### src/rtl/optical_flow_stream_out.sv
// ---------------------------------------------------------------------------
// optical_flow_stream_out
//
// Tags each incoming optical-flow sample (u,v) with its pixel coordinate and
// frame markers (start-of-frame, end-of-line, end-of-frame), buffers it in a
// small FIFO and presents it on a valid/ready output stream. Upstream has no
// backpressure, so a sample arriving while the FIFO is full (and not being
// drained that same cycle) is dropped and counted.
//
// Optional feature macro: FLOW_CLAMP_EN
//   defined   -> u/v saturated to [-CLAMP_LIMIT, +CLAMP_LIMIT] before buffering
//   undefined -> u/v passed through unchanged
//
// Ports:
//   clk, rst                 system clock, synchronous active-high reset
//   frame_start              starts a frame (only honoured while idle)
//   flow_u, flow_v           signed flow components
//   flow_valid               sample strobe
//   m_valid/m_ready          output handshake
//   m_u, m_v, m_x, m_y       buffered sample and its column/row
//   m_sof, m_eol, m_eof      frame markers of the buffered sample
//   busy                     frame in progress or still draining
//   frame_done               one-cycle pulse when the frame has fully drained
//   overflow                 sticky flag: at least one sample was dropped
//   drop_count               saturating count of dropped samples
// ---------------------------------------------------------------------------
module optical_flow_stream_out #(
    parameter int IMAGE_WIDTH  = 320,
    parameter int IMAGE_HEIGHT = 240,
    parameter int FLOW_WIDTH   = 16,
    parameter int FIFO_DEPTH   = 16,
    parameter int CLAMP_LIMIT  = 2047
) (
    input  logic                         clk,
    input  logic                         rst,
    input  logic                         frame_start,
    input  logic signed [FLOW_WIDTH-1:0] flow_u,
    input  logic signed [FLOW_WIDTH-1:0] flow_v,
    input  logic                         flow_valid,
    output logic                         m_valid,
    input  logic                         m_ready,
    output logic signed [FLOW_WIDTH-1:0] m_u,
    output logic signed [FLOW_WIDTH-1:0] m_v,
    output logic [9:0]                   m_x,
    output logic [8:0]                   m_y,
    output logic                         m_sof,
    output logic                         m_eol,
    output logic                         m_eof,
    output logic                         busy,
    output logic                         frame_done,
    output logic                         overflow,
    output logic [15:0]                  drop_count
);

    localparam int AW = $clog2(FIFO_DEPTH);
    localparam logic [AW:0] DEPTH_C = (AW+1)'(FIFO_DEPTH);
    localparam logic [9:0]  X_LAST  = 10'(IMAGE_WIDTH - 1);
    localparam logic [8:0]  Y_LAST  = 9'(IMAGE_HEIGHT - 1);

    // A clamp limit that does not fit the flow width would make saturation meaningless.
    if (CLAMP_LIMIT <= 0 || CLAMP_LIMIT >= (1 << (FLOW_WIDTH - 1))) begin : gBadClamp
        $error("CLAMP_LIMIT out of range for FLOW_WIDTH");
    end

    typedef enum logic [1:0] {IDLE, ACTIVE, DRAIN} state_t;

    typedef struct packed {
        logic signed [FLOW_WIDTH-1:0] u;
        logic signed [FLOW_WIDTH-1:0] v;
        logic [9:0]                   x;
        logic [8:0]                   y;
        logic                         sof;
        logic                         eol;
        logic                         eof;
    } entry_t;

    state_t         state_q, state_d;
    logic [9:0]     x_q;
    logic [8:0]     y_q;
    logic [AW-1:0]  wr_q, rd_q;
    logic [AW:0]    count_q;
    logic           overflow_q;
    logic [15:0]    drop_q;
    entry_t         mem_q [FIFO_DEPTH];

    logic           accept, full, pop, push, drop;
    logic           tagEol, tagEof;
    logic signed [FLOW_WIDTH-1:0] inU, inV;
    entry_t         newEntry, head;

`ifdef FLOW_CLAMP_EN
    localparam logic signed [FLOW_WIDTH-1:0] CLAMP_C = FLOW_WIDTH'(CLAMP_LIMIT);

    function automatic logic signed [FLOW_WIDTH-1:0] clampFlow(input logic signed [FLOW_WIDTH-1:0] val);
        if (val > CLAMP_C)
            return CLAMP_C;
        else if (val < -CLAMP_C)
            return -CLAMP_C;
        else
            return val;
    endfunction

    assign inU = clampFlow(flow_u);
    assign inV = clampFlow(flow_v);
`else
    assign inU = flow_u;
    assign inV = flow_v;
`endif

    // Samples only count while a frame is active; the handshake pop frees a slot
    // in the same cycle, so a full FIFO can still take a sample when draining.
    assign accept = (state_q == ACTIVE) && flow_valid;
    assign full   = (count_q == DEPTH_C);
    assign pop    = m_valid && m_ready;
    assign push   = accept && (!full || pop);
    assign drop   = accept && full && !pop;

    assign tagEol = (x_q == X_LAST);
    assign tagEof = tagEol && (y_q == Y_LAST);

    assign newEntry = '{u: inU, v: inV, x: x_q, y: y_q,
                        sof: (x_q == 10'd0) && (y_q == 9'd0),
                        eol: tagEol, eof: tagEof};

    // Outputs read as zero whenever nothing is buffered.
    assign m_valid = (count_q != '0);
    assign head    = m_valid ? mem_q[rd_q] : '0;
    assign m_u     = head.u;
    assign m_v     = head.v;
    assign m_x     = head.x;
    assign m_y     = head.y;
    assign m_sof   = head.sof;
    assign m_eol   = head.eol;
    assign m_eof   = head.eof;

    assign overflow   = overflow_q;
    assign drop_count = drop_q;

    // Next-state logic: the end-of-frame sample moves to DRAIN even when it was
    // dropped, and the frame only completes once every buffered sample is out.
    always_comb begin
        state_d    = state_q;
        frame_done = 1'b0;
        busy       = (state_q != IDLE);
        case (state_q)
            IDLE:   if (frame_start) state_d = ACTIVE;
            ACTIVE: if (accept && tagEof) state_d = DRAIN;
            DRAIN: begin
                if (count_q == '0) begin
                    state_d    = IDLE;
                    frame_done = 1'b1;
                end
            end
            default: state_d = IDLE;
        endcase
    end

    // State, coordinate counters, FIFO bookkeeping and drop statistics.
    always_ff @(posedge clk) begin
        if (rst) begin
            state_q    <= IDLE;
            x_q        <= '0;
            y_q        <= '0;
            wr_q       <= '0;
            rd_q       <= '0;
            count_q    <= '0;
            overflow_q <= 1'b0;
            drop_q     <= '0;
        end else begin
            state_q <= state_d;

            if (state_q == IDLE && frame_start) begin
                x_q        <= '0;
                y_q        <= '0;
                overflow_q <= 1'b0;
                drop_q     <= '0;
            end

            // Coordinates advance for every accepted sample, dropped or not.
            if (accept) begin
                if (tagEol) begin
                    x_q <= '0;
                    y_q <= (y_q == Y_LAST) ? 9'd0 : y_q + 9'd1;
                end else begin
                    x_q <= x_q + 10'd1;
                end
            end

            if (drop) begin
                overflow_q <= 1'b1;
                if (drop_q != 16'hFFFF)
                    drop_q <= drop_q + 16'd1;
            end

            if (push) wr_q <= wr_q + 1'b1;
            if (pop)  rd_q <= rd_q + 1'b1;
            if (push && !pop)
                count_q <= count_q + 1'b1;
            else if (pop && !push)
                count_q <= count_q - 1'b1;
        end
    end

    // Storage needs no reset: entries are only read once counted as valid.
    always_ff @(posedge clk) begin
        if (push)
            mem_q[wr_q] <= newEntry;
    end

endmodule

### config.mk
export PLATFORM = sky130hd
export DESIGN_NAME = optical_flow_stream_out
export DESIGN_NICKNAME = d
export VERILOG_FILES = /design/src/rtl/optical_flow_stream_out.sv
export SDC_FILE = /design/constraint.sdc
export NUM_CORES = 1
export LEC_CHECK = 0
export ABC_AREA = 1
export CAP_MARGIN = 10
export CORE_UTILIZATION = 35
export DETAILED_ROUTE_END_ITERATION = 10
export GPL_TIMING_DRIVEN = 0
export HOLD_SLACK_MARGIN = 0.12
export MAX_ROUTING_LAYER = met4
export PLACE_DENSITY = 0.62
export SLEW_MARGIN = 0
export SYNTH_ARGS = -nofsm -noshare
export SYNTH_HDL_FRONTEND = slang
export SYNTH_SLANG_ARGS = --single-unit
export TNS_END_PERCENT = 20
### constraint.sdc
create_clock -name clk -period 4.1 [get_ports clk]
set_input_delay 0.615 -clock clk [delete_from_list [all_inputs] [get_ports clk]]
set_output_delay 0.615 -clock clk [all_outputs]
set_load 0.01 [all_outputs]
## Word-level counts from Yosys, hierarchy flattened

Memories as Yosys holds them, arrays and structs flattened. A register that Yosys moved wholly into a read port is not among the register bits.
Index checks and enable logic that the tools add are counted.

- Register bits: 51
- Memory bits (writable): 864
- Bits of input ports: 37
- Output and inout port bits: 74
- Memories kept: 1

- $add $sub $neg: 7
- Equality and inequality tests: 9
- Muxes and demuxes: 25
- Reductions and logical operators: 25

Memories:

| memory | words | bits a word | rd ports | clocked after memory_dff | wr ports | RTL line | source |
|---|---|---|---|---|---|---|---|
| mem_q | 16 | 54 | 1 | 1 | 1 | 84 | `entry_t mem_q [FIFO_DEPTH];` |

Operators with widths:

| cell | number |
|---|---|
| two-way mux 54 bit | 1 |
| two-way mux 16 bit | 3 |
| two-way mux 9 bit | 4 |
| two-way mux 10 bit | 3 |
| adder 16 x 1 -> 16 bit (second input constant) | 1 |
| != test 16 bit (second input constant) | 1 |
| logical AND 1 bit | 11 |
| adder 10 x 1 -> 10 bit (second input constant) | 1 |
| equality test 10 x 9 -> 1 bit (second input constant) | 1 |
| logical NOT 10 bit | 1 |
| two-way mux 5 bit | 2 |
| adder 9 x 1 -> 9 bit (second input constant) | 1 |
| equality test 9 x 8 -> 1 bit (second input constant) | 1 |
| logical NOT 9 bit | 1 |
| adder 4 x 1 -> 4 bit (second input constant) | 2 |
| two-way mux 4 bit | 2 |
| nonzero test 2 bit | 4 |
| two-way mux 1 bit | 6 |
| two-way mux 2 bit | 3 |
| case mux 2 bit (3 select lines) | 1 |
| adder 5 x 1 -> 5 bit (second input constant) | 1 |
| equality test 5 bit (second input constant) | 1 |
| logical NOT 5 bit | 1 |
| nonzero test 5 bit | 1 |
| other kinds (9) | 12 |

## Longest topological paths before layout

Gate-level depths: netlist of run 1.

- Depth after elaboration: 8
- Depth in mapped cells: 17

## Least setup slack after synthesis of run 1

OpenSTA, ideal clock, no wires.

- Kind: input -> register
- From: in flow_valid
- To: mem mem_q[11][0] (netlist name) (enable)
- Library setup time: 0.466 ns
- Data arrival time: 3.425 ns
- Setup slack: 0.209 ns
- Cell stages on the path: 6
- Path buffers: 0
- Cell sequence: nand2_2 > inv_2 > nand2_1 > inv_2 > nand2_1 > nor2_1

- Longest elaborated chain between the ends: 4

Ends and longest elaborated chain:

| what | RTL line | source |
|---|---|---|
| start: declaration | 39 | `input logic flow_valid,` |
| logical AND 1 bit | 112 | `assign accept = (state_q == ACTIVE) && flow_valid;` |
| logical AND 1 bit | 115 | `assign push = accept && (!full \|\| pop);` |
| via push | 86 | `logic accept, full, pop, push, drop;` |
| two-way mux 1 bit | 206 | `if (push)` |
| two-way mux 1 bit (not written as such) | 207 | `mem_q[wr_q] <= newEntry;` |
| end: declaration | 84 |  |

The timed path passes the listed nets, and every way through them passes these cells.

==> results.tsv, run 1 <==
metric	value	unit
path_class	reg2out	
ys_types	35	
ys_seq_area_share	71.9	%
synth_nets	3336	
synthArstFlopShare	0	%
drcViolationCount	0	
sw_frac_of_total	34.7	%
end_kind	output port	
initial_core_util	35.5	%
grt_pass1_wl	172	mm
finalCritPeriodShare	99.0	%
postCtsHoldBufs	0	
drt-initial-drc-count	3425	
grt.total_usage	22.6	%
syn_inst	3284	
area_delta_synth_final	18.0	%
clk_pin_slew	0.06	ns
design_area	44400	um2
grt_pass1_vias	25600	
synth_area_leaders	edfxtp_1 (69%), nor2_1 (7.8%), o21ai_0 (5.1%)	
htreeDepth	3	
dr_wl_met2	56.5	mm
cellLeakagePower	15.3	nW
drv_cap	0	
synth_area_per_cell	11.5	um2
cts_tree	done	
rows	119	
grt_overflow	0	
maxSlewViolCount	0	
synth_area	37600	um2
drtAntennaViolNets	0	
fill_cells	9883	
period_needed	4.06	ns
cts.sinks	919	
synth_top_flop_cell	edfxtp_1	
ys_ff_latch	919	
final_nets	3578	
dr.max_layer_used	met4	
vias	26800	
layout.cells.non_filler	4991	
hold_slack	0.484	ns
final_layout_size_suffix_gt1_share	9.84	%
max_slew.worst_pin.slew	1.12	ns
clockBufferDepth	3	
outcome	complete, no violations	
ir_drop	361	uV
worst_ep_required_time	3.48	ns
synth_top_cell_area_share	68.9	%
met3_length	12.4	mm
p_per_area	599	nW/um2
yosysMostFrequentCell	edfxtp_1	
wl_per_cell	24.1	um
met1Wirelength	47.2	mm
dr.pass1.iters	6	
ff2ff_path_depth	10	
coreArea	106000	um2
ctsRootBufferMaster	clkbuf_16	
hpwlAfterDp	77.3	mm
gp_congestion	0.860	
synth_enable_flop_cells	864	
arrival	3.44	ns
placed_area	41400	um2
cp_max_fo	10	
io_buffer_count	110	
dp.cells	4822	
power.share.clock	30.8	%
hold_path_class	reg2reg	
rsz0062_at_grt	yes	
p_total	0.0266	W
die_h	330	um
slew_headroom	24.6	%
fp.dieArea	109000	um2
die_w	330	um
worstSkewPairLatency	0.68	ns
antenna_found_initial	3	
r2r_end	mem_q[11][33]	
skew	0.0562	ns
synth_area_leader_cell	edfxtp_1	
cp-start-kind	register	
seq_power_share	38.9	%
pwr-share-comb	30.3	%
ios	111	
cts_made_buffers	94	
yosysWarningCount	0	
hold_viol	0	
synth_commonest_cells	edfxtp_1 (864), nor2_1 (786), nand2_1 (413)	
p_int	0.0174	W
rrSetupSlack	1.16	ns
cp-endpoint	m_x[7]	
viasPerCell	5.36	
clock.fmax	246	MHz
setup_viol	0	
wl	120	mm
switchingPower	0.00923	W
r2r-start	state_q[0]	
grt_max_degree	25	
critical path, cell delays in order (launching register included):
cell and delay (ns):
dfxtp_1 0.36, buf_2 0.19, inv_2 0.07, buf_4 0.33
clkbuf_4 0.32, o21ai_0 0.11, o211ai_1 0.31, nand3_1 0.24
a21oi_4 0.26, clkdlybuf4s50_1 0.58
registers in the layout (all words and copies together) (netlist names), named ones only:
| signal | count |
|---|---|
| mem_q | 864 |
| drop_count | 16 |
| x_q | 10 |
| y_q | 9 |
| count_q | 5 |
| rd_q | 4 |
| wr_q | 4 |
| state_q | 2 |
| overflow | 1 |
metal layers:
metal,up-vias,global-route usage [%]
met5,-,-
met4,0,7.52
met3,238,4.53
met2,1456,35.6
met1,13000,29.1
li1,12000,-
worst min path at each step:
| stage | startpoint | end | slack, ns | cells past startpoint |
|---|---|---|---|---|
| floorplan | rd_q[2] | register | 0.45 | 2 |
| global placement | rd_q[2] | rd_q[2] | 0.47 | 2 |
| detailed placement | rd_q[2] | rd_q[2] | 0.47 | 2 |
| CTS | rd_q[2] | rd_q[2] | 0.49 | 2 |
| global route | rd_q[2] | rd_q[2] | 0.52 | 2 |
| finish | rd_q[2] | rd_q[2] | 0.48 | 2 |
timing repair:
| item | 4_1_cts | 5_1_grt |
|---|---|---|
| setup endpoints to repair | 53 | 37 |
| gates resized for setup | 37 | 32 |
| buffers inserted | 0 | 0 |
layout by cell type, fill, tap and decap left out, types with 3 or more instances in the layout:
cell type / count
a21oi_1: 79
bufinv_16: 4
buf_1: 18
clkbuf_16: 94
ha_1: 14
buf_6: 14
nand3_1: 342
clkinv_2: 10
buf_4: 22
inv_2: 7
nand4_1: 10
clkdlybuf4s15_2: 4
inv_6: 3
xor2_1: 3
nor2_1: 770
a22oi_1: 4
clkinvlp_4: 4
buf_12: 28
clkdlybuf4s50_1: 110
nand2_1: 413
nand2_2: 3
a21oi_4: 5
clkbuf_2: 26
clkbuf_1: 54
clkbuf_4: 6
inv_16: 3
nor2_4: 20
buf_2: 73
inv_1: 63
o21bai_1: 4
dfxtp_1: 54
a21oi_2: 9
edfxtp_1: 864
buf_16: 6
o21ai_0: 384
o211ai_1: 23
clkinv_1: 26
nor3_1: 6
layout make-up:
class	instances	area [um2]	area share, %
Multi-Input combinational cell	2099	9520	21.4
Antenna cell	1	2.50	0.00563
Clock inverter	51	444	1.00
Clock buffer	118	2440	5.50
Tap cell	1391	1740	3.92
Buffer	192	1080	2.44
Timing Repair Buffer	147	1860	4.19
Sequential cell	919	27000	60.9
Inverter	73	278	0.625
stage by stage:
stage                     util [%]   TNS, ns  setup WS (ns)
after global routing          41.9   -0.0174        -0.0174
after global placement        38.2  -2880.63          -3.62
after detailed placement      39.0         0          0.222
after CTS                     41.8  -0.00704       -0.00621
final                         41.9         0         0.0430
after floorplan                  -         0          0.209
cell families (layout without fill, tap and decap cells):
kind of cell,after synthesis,after routing,synth area share [%]
AO/OA/AOI/OAI,509,509,6.99
adder cells (fa/ha/maj),15,15,0.519
flip-flops,919,919,71.9
other,0,1,0
XOR/XNOR,5,5,0.116
buffers and inverters,266,581,3.41
AND/OR/NAND/NOR,1570,1570,17.1
power groups by stage:
| stage | sequential, W | combinational (W) | clock (W) |
|---|---|---|---|
| 2_1_floorplan | 0.0105 | 0.00409 | 0 |
| 3_3_place_gp | 0.0106 | 0.00773 | 0 |
| 3_5_place_dp | 0.0105 | 0.00783 | 0 |
| 4_1_cts | 0.0104 | 0.00796 | 0.00823 |
| 5_1_grt | 0.0104 | 0.00866 | 0.00858 |
| 6_report | 0.0104 | 0.00805 | 0.00820 |
No activity file was read; power rests on OpenSTA's default activity.
==> inputs of run 2 (changes only) <==
- CORE_ASPECT_RATIO: default -> 1.75
==> results.tsv, run 2 (same netlist as run 1, synthesis figures left out) <==
metric	value	unit
drtAntennaViolNets	0	
initial_core_util	35.4	%
p_per_area	593	nW/um2
clockBufferDepth	3	
crit_family	buffers and inverters	
grt_max_degree	26	
hpwlAfterDp	83.0	mm
hold_viol	0	
wl	123	mm
mostFrequentLayoutCells	edfxtp_1 (864), nor2_1 (770), nand2_1 (413), o21ai_0 (384), nand3_1 (342)	
clock.fmax	244	MHz
crit_top_cell	nand3_1	
grt_overflow	0	
viasPerCell	5.40	
worst_ep_required_time	3.48	ns
cp-start-kind	register	
final_nets	3570	
setup_viol	0	
grt.total_usage	23.0	%
wl_per_cell	24.8	um
hold_path_class	reg2reg	
outcome	complete, no violations	
hold_slack	0.489	ns
drt-initial-drc-count	2556	
post_cts_buffers	0	
finalCritPeriodShare	99.9	%
die_h	436	um
ir_drop	429	uV
skew	0.0258	ns
slew_headroom	24.5	%
top_register	mem_q	
rsz0062_at_grt	yes	
final_layout_size_suffix_gt1_share	9.68	%
io_buffer_count	110	
ios	111	
fp.dieArea	109000	um2
period_needed	4.10	ns
gp_congestion	0.856	
critical_path_buf_inv_count	5	
path_class	reg2out	
crit_path_max_incr_delay	0.61	ns
cts.sinks	919	
max_slew.worst_pin.slew	1.13	ns
switchingPower	0.00906	W
cts_tree	done	
vias	26700	
final_common_cell	edfxtp_1	
dr.pass1.iters	5	
cp_max_fo	10	
ctsRootBufferMaster	clkbuf_16	
maxSlewViolCount	0	
area_delta_synth_final	17.6	%
end_kind	output port	
path_depth	9	
fin_tns_setup	0	ns
setup_slack	0.00350	ns
die_w	250	um
ff2ff_path_depth	11	
cts_made_buffers	83	
seq_power_share	39.4	%
drv_cap	0	
p_int	0.0172	W
largest_reg_flops	864	
sw_frac_of_total	34.5	%
r2r_end	mem_q[15][5]	
worstSkewPairLatency	0.68	ns
pwr-share-comb	30.6	%
grt_pass1_vias	26000	
crit_chain	buf_6, inv_4, buf_4, clkbuf_1, o21ai_0, nand3_1, nand3_1, a21oi_1, clkdlybuf4s50_1	
grt_pass1_wl	176	mm
r2r-start	state_q[1]	
arrival	3.48	ns
cp-endpoint	m_v[5]	
clk_pin_slew	0.07	ns
rows	158	
rrSetupSlack	1.07	ns
drcViolationCount	0	
antenna_found_initial	3	
coreArea	106000	um2
dp_slack	0.0858	ns
power.share.clock	30.0	%
htreeDepth	3	
cellLeakagePower	15.3	nW
slowest_stage	clkdlybuf4s50_1	
[run 2: changes by cell type in the layout (fill, tap and decap cells not counted), sizes merged, moves of 2 or more]
cell    previous run  this run
bufinv             4         8
clkbuf           180       157
buf              163       169
clkinv            39        41
inv               77        75
[run 2: layout make-up]
| class | instances | area [um2] |
|---|---|---|
| inverter | 73 | 278 |
| buffer | 192 | 1070 |
| timing repair buffer | 150 | 1960 |
| multi-input combinational | 2099 | 9490 |
| sequential | 919 | 27000 |
| antenna | 2 | 5.00 |
| clock buffer | 97 | 2170 |
| tap | 1360 | 1700 |
| clock inverter | 54 | 536 |
| fill | 9835 | 62100 |
[run 2: how the worst min path moves through the flow]
stage,from,to,depth (start not counted),slack [ns]
6_report,rd_q[2],rd_q[2],2,0.49
5_1_grt,rd_q[2],rd_q[2],2,0.51
4_1_cts,rd_q[2],rd_q[2],2,0.48
3_5_place_dp,rd_q[2],register,2,0.47
3_3_place_gp,rd_q[2],rd_q[2],2,0.47
2_1_floorplan,rd_q[2],register,2,0.45
[run 2: stage by stage]
step / total power, W / std cells / utilization (%) / instance area (um2)
2_1_floorplan: 0.0146 / 3284 / - / 37600
3_3_place_gp: 0.0184 / 4754 / 38.0 / 40400
3_5_place_dp: 0.0184 / 4794 / 39.0 / 41400
4_1_cts: 0.0263 / 4944 / 41.6 / 44200
5_1_grt: 0.0272 / 4946 / 41.6 / 44300
6_report: 0.0262 / 4946 / 41.6 / 44300
[run 2: repair_timing]
item / 4_1_cts / 5_1_grt
hold buffers: 0 / 0
endpoints found under the setup margin: 54 / 18
gates resized for setup: 35 / 11
pin swaps: 1 / 0
[run 2: layer usage]
| metal | wire, um | up-vias | GRT usage (%) |
|---|---|---|---|
| met4 | 7560 | 0 | 13.7 |
| met2 | 64200 | 1187 | 40.3 |
| li1 | - | 12000 | - |
| met5 | 0 | - | - |
| met3 | 7800 | 320 | 3.12 |
| met1 | 43400 | 13200 | 24.5 |
[run 2: worst reg2reg max path: stages, from the launching register on]
cell,delay [ns]
dfxtp_1,0.31
inv_1,0.08
nand2_1,0.06
inv_2,0.06
nand2_2,0.11
inv_2,0.18
nand2_1,0.17
inv_2,0.15
nand2_1,0.28
nor2_4,0.75
buf_12,0.31
buf_12,0.24
[run 2: power by group through the flow]
stage / Sequential [W] / Combinational [W] / Clock (W)
2_1_floorplan: 0.0105 / 0.00409 / 0
3_3_place_gp: 0.0105 / 0.00781 / 0
3_5_place_dp: 0.0105 / 0.00788 / 0
4_1_cts: 0.0103 / 0.00801 / 0.00793
5_1_grt: 0.0103 / 0.00857 / 0.00827
6_report: 0.0103 / 0.00803 / 0.00788
